<file path="src/rtl/ring_monitor.sv">
// ring_monitor
//   Integrity monitor for a rotating one-hot ring-counter bus. Each valid
//   sample is checked for being one-hot and for being exactly one
//   rotate-left step after the previous sample. The monitor locks after
//   LOCK_CNT consecutive good samples. While locked, one-hot and sequence
//   violations are counted in a saturating error counter.
//
// Ports
//   clk         single clock, rising edge
//   init_n      asynchronous active-low reset
//   ring_in     sampled ring-counter value (WIDTH bits)
//   ring_vld    ring_in is valid this cycle
//   clr_cnt     synchronous clear of err_count
//   index       bit position of the set bit in the last one-hot sample
//   index_vld   one-cycle strobe: index updated from a one-hot sample
//   locked      rotation sequence verified
//   onehot_err  one-cycle pulse: valid sample was not one-hot
//   seq_err     one-cycle pulse: one-hot sample in LOCKED broke the rotation
//   err_count   saturating count of errors detected while LOCKED
module ring_monitor #(
    parameter int  WIDTH     = 8,
    parameter int  LOCK_CNT  = 3,
    parameter int  ERR_CNT_W = 8,
    localparam int IDX_W     = $clog2(WIDTH)
) (
    input  logic                 clk,
    input  logic                 init_n,
    input  logic [WIDTH-1:0]     ring_in,
    input  logic                 ring_vld,
    input  logic                 clr_cnt,
    output logic [IDX_W-1:0]     index,
    output logic                 index_vld,
    output logic                 locked,
    output logic                 onehot_err,
    output logic                 seq_err,
    output logic [ERR_CNT_W-1:0] err_count
);

    localparam int GOOD_W = $clog2(LOCK_CNT + 1);
    localparam logic [WIDTH-1:0] RING_ONE = WIDTH'(1);

    typedef enum logic [1:0] {
        HUNT,
        VERIFY,
        LOCKED
    } state_t;

    state_t              state;
    logic [GOOD_W-1:0]   good_cnt;
    logic [WIDTH-1:0]    reference;

    logic                sample_onehot;
    logic [IDX_W-1:0]    sample_idx;
    logic [WIDTH-1:0]    expected;
    logic                rotation_ok;
    logic                count_err;
    logic [ERR_CNT_W-1:0] err_next;

    // Sample classification
    always_comb begin
        // x & (x-1) clears the lowest set bit; zero result means at most one bit
        sample_onehot = (ring_in != '0) && ((ring_in & (ring_in - RING_ONE)) == '0);

        sample_idx = '0;
        for (int unsigned i = 0; i < WIDTH; i++) begin
            if (ring_in[i]) begin
                sample_idx = IDX_W'(i);
            end
        end

        // Rotate left, MSB wraps to bit 0
        expected    = {reference[WIDTH-2:0], reference[WIDTH-1]};
        rotation_ok = sample_onehot && (ring_in == expected);
    end

    // Error counter next value: any non-matching valid sample in LOCKED is an
    // error. A clear coinciding with an error leaves exactly that one error.
    always_comb begin
        count_err = ring_vld && (state == LOCKED) && !rotation_ok;
        err_next  = err_count;
        if (clr_cnt) begin
            err_next = count_err ? ERR_CNT_W'(1) : '0;
        end else if (count_err && (err_count != '1)) begin
            err_next = err_count + ERR_CNT_W'(1);
        end
    end

    always_ff @(posedge clk or negedge init_n) begin
        if (!init_n) begin
            state      <= HUNT;
            good_cnt   <= '0;
            reference  <= '0;
            index      <= '0;
            index_vld  <= 1'b0;
            locked     <= 1'b0;
            onehot_err <= 1'b0;
            seq_err    <= 1'b0;
            err_count  <= '0;
        end else begin
            index_vld  <= 1'b0;
            onehot_err <= 1'b0;
            seq_err    <= 1'b0;
            err_count  <= err_next;

            if (ring_vld) begin
                if (sample_onehot) begin
                    index     <= sample_idx;
                    index_vld <= 1'b1;
                end else begin
                    onehot_err <= 1'b1;
                end

                case (state)
                    HUNT: begin
                        if (sample_onehot) begin
                            state     <= VERIFY;
                            good_cnt  <= GOOD_W'(1);
                            reference <= ring_in;
                        end
                    end

                    VERIFY: begin
                        if (rotation_ok) begin
                            reference <= ring_in;
                            good_cnt  <= good_cnt + GOOD_W'(1);
                            if (good_cnt == GOOD_W'(LOCK_CNT - 1)) begin
                                state  <= LOCKED;
                                locked <= 1'b1;
                            end
                        end else if (sample_onehot) begin
                            // Restart the run from this sample; not an error yet
                            good_cnt  <= GOOD_W'(1);
                            reference <= ring_in;
                        end else begin
                            state    <= HUNT;
                            good_cnt <= '0;
                        end
                    end

                    LOCKED: begin
                        if (rotation_ok) begin
                            reference <= ring_in;
                        end else if (sample_onehot) begin
                            seq_err   <= 1'b1;
                            locked    <= 1'b0;
                            state     <= VERIFY;
                            good_cnt  <= GOOD_W'(1);
                            reference <= ring_in;
                        end else begin
                            locked   <= 1'b0;
                            state    <= HUNT;
                            good_cnt <= '0;
                        end
                    end

                    default: begin
                        state    <= HUNT;
                        good_cnt <= '0;
                        locked   <= 1'b0;
                    end
                endcase
            end
        end
    end

endmodule

</file>
<file path="config.mk">
export PLATFORM = sky130hd
export DESIGN_NAME = ring_monitor
export DESIGN_NICKNAME = d
export VERILOG_FILES = /design/src/rtl/ring_monitor.sv
export SDC_FILE = /design/constraint.sdc
export NUM_CORES = 1
export LEC_CHECK = 0
export ABC_CLOCK_PERIOD_IN_PS = 2100
export CORE_UTILIZATION = 35
export CTS_BUF_LIST = sky130_fd_sc_hd__clkbuf_8 sky130_fd_sc_hd__clkbuf_16
export DETAILED_ROUTE_END_ITERATION = 12
export GPL_TIMING_DRIVEN = 0
export PLACE_DENSITY_LB_ADDON = 0.15
export SETUP_SLACK_MARGIN = 0.4
export SLEW_MARGIN = 10
export SYNTH_ARGS = -nofsm -noshare
export SYNTH_HDL_FRONTEND = slang
export SYNTH_SLANG_ARGS = --single-unit
</file>
<file path="constraint.sdc">
create_clock -name clk -period 2.1 [get_ports clk]
set_clock_uncertainty 0.1 [all_clocks]
set_input_delay 0.42 -clock clk [delete_from_list [all_inputs] [get_ports clk]]
set_output_delay 0.42 -clock clk [all_outputs]
set_load 0.005 [all_outputs]
</file>
==> results.yml <==
global_routing:
  track_usage_pct: 17.0
  grt_pass1_wl_mm: 5.92
  grt_start_max_net_pins: 28
  grt_pass1_vias: 1226
  antenna_found_initial: 0
  grt.overflow.total: 0
logic_synthesis:
  synth_fp_nets: 166
  synthArstFlopShare_pct: 100
  syn-mean-instance-area_um2: 10.1
  ys_warn_count: 0
  yosys_most_used_dff: "dfrtp_1"
  netlist_area_um2: 1530
  ys_seq_area_share_pct: 44.2
  synthDistinctLibCells: 41
  syn_inst: 152
  ys_seq_elements: 27
  synth_edf_count: 0
floorplan:
  dieWidth_um: 68.1
  die_h_um: 68.1
  start_util_pct: 37.4
  core_area_um2: 4090
  row_count: 23
  die-area_um2: 4640
  io_pins: 27
sta:
  slew_viol_final: 0
  setup_viol: 0
  final_hold_viol_count: 0
  rsz0062_at_grt: "yes"
  worst_pin_slew_ns: 0.621
  post-route-period-util_pct: 96.1
  slew_headroom_pct: 58.6
  period_minus_slack_ns: 2.02
  clock.fmax_mhz: 495
  whs_ns: 0.0507
power:
  powerDensity_nw_per_um2: 540
  ir_worst_vdd_mv: 0.362
  power_mw: 1.25
  p_leak_nw: 1.05
drt:
  drt_first_pass_iters: 4
  remaining_drc_errors: 0
  final_antenna_net_count: 0
  wl_mm: 3.80
  avgRoutedWirePerCell_um: 14.7
  viasPerCell: 5.26
  drt_iter0_drc: 100
  vias: 1358
critical_path:
  end_kind: "register"
  rr_worst_depth: 7
  crit_path_max_fanout: 8
  crit_type: "in -> reg"
  r2r_start: "err_count[1]"
  worstPathArrival_ns: 2.08
  worstPathRequired_ns: 2.16
  crit_path_start_kind: "input port"
  r2r_slack_ns: 0.21
  reg2reg_to: "err_count[7]"
cells_and_area:
  final_cell_mix: "dfrtp_1, buf_4, nand2_1"
  nets: 223
  fill_cells: 350
  layoutNonFillerInstCount: 258
  drive_above_1_share_pct: 40.4
  mostFrequentLayoutCell: "dfrtp_1"
  final_area_um2: 2320
  regArea_um2: 677
  diodes: 0
  syn_to_final_growth_pct: 51.6
  multi_input_area_um2: 947
cts:
  cts_buffer_depth: 2
  cts_tree: "yes"
  cts_max_level: 1
  cts.sinks: 27
  cts_hold_repair.buffers: 0
  clk_pin_slew_worst_paths_ns: 0.10
  root_buffer: "clkbuf_8"
  worstSkewPairLatency_ns: 0.27
  cts_buffers: 3
placement:
  placed_cells: 226
  dpl_cell_area_um2: 1870
  place_congestion: 0.831
  dp_hpwl_mm: 2.37
  io_buffers: 24
job:
  maxCapViolCount: 0
status:
  status: "finished, final reports clean"
worst_hold_path:
  hold_path.class: "in -> async"
[worst max-delay path by stage]
stage,end,depth (start not counted),start,slack (ns)
floorplan,register,8,ring_in[1],-0.02
global placement,register,9,ring_in[3],-0.77
detailed placement,register,9,ring_in[3],-0.81
CTS,register,9,ring_in[1],0.08
global route,register,9,ring_in[2],-0.01
finish,register,9,ring_in[2],0.08
[logic make-up (layout without fill, tap and decap cells)]
family	count (synthesis)	count (layout)	synth area share, %
simple gates	49	49	18.7
compound gates	39	39	17.0
flops	27	27	44.2
buf+inv	16	72	4.99
mux	10	10	8.18
xor+xnor	8	8	4.58
fa+ha+maj	3	3	2.29
[metrics by stage]
step	setup WS, ns	TNS, ns	utilization (%)
final	0.0816	0	56.7
after global routing	-0.0110	-0.0199	56.7
after CTS	0.0802	0	52.8
after detailed placement	-0.810	-15.35	45.7
after global placement	-0.769	-14.42	45.8
after floorplan	-0.0221	-0.177	-
[critical path, stage by stage]
cell       delay, ns
buf_12          0.11
nor4_4          0.38
nand4b_1        0.17
o2111ai_2       0.14
o211a_1         0.19
buf_6           0.09
and2_4          0.13
buf_8           0.14
mux2_4          0.30
[per-layer routing]
layer	up-vias	share of wire, %	track usage (%)
li1	669	-	-
met1	657	49	24.6
met2	30	47	26.7
met3	2	3.8	2.50
met4	0	0.47	3.13
met5	-	0	0
[cell usage after synthesis (all sizes together), types with 4 or more instances]
cell	instances	share of area, %
nor2	9	2.2
a21oi	8	2.6
clkbuf	4	0.98
o31ai	4	2.0
a31oi	5	2.0
nand4	4	1.6
dfrtp	27	44
xnor2	8	4.6
o21ai	10	3.3
nand2	10	2.5
mux2	8	6.9
buf	4	2.0
nand3	7	2.3
inv	8	2.0
[layout make-up]
cell class	instances	area share, %
multi-input cells	109	40.9
clock buffers	3	1.78
inverters	8	1.30
repair buffers	52	21.3
well taps	50	2.70
clock inverters	1	0.162
plain buffers	8	2.70
flip-flops and latches	27	29.2
[where the power goes]
part / switching (mW) / total, mW / leakage (nW) / internal [mW]
logic: 0.129 / 0.318 / 0.675 / 0.190
registers: 0.0524 / 0.634 / 0.347 / 0.582
clock network: 0.167 / 0.298 / 0.0269 / 0.131
[repair_timing]
item | 4_1_cts | 5_1_grt
resized for setup | 59 | 32
gates cloned | 2 | 0
pin swaps | 15 | 5
setup endpoints to repair | 35 | 33
setup buffers | 19 | 7
No activity file was read; power rests on OpenSTA's default activity.
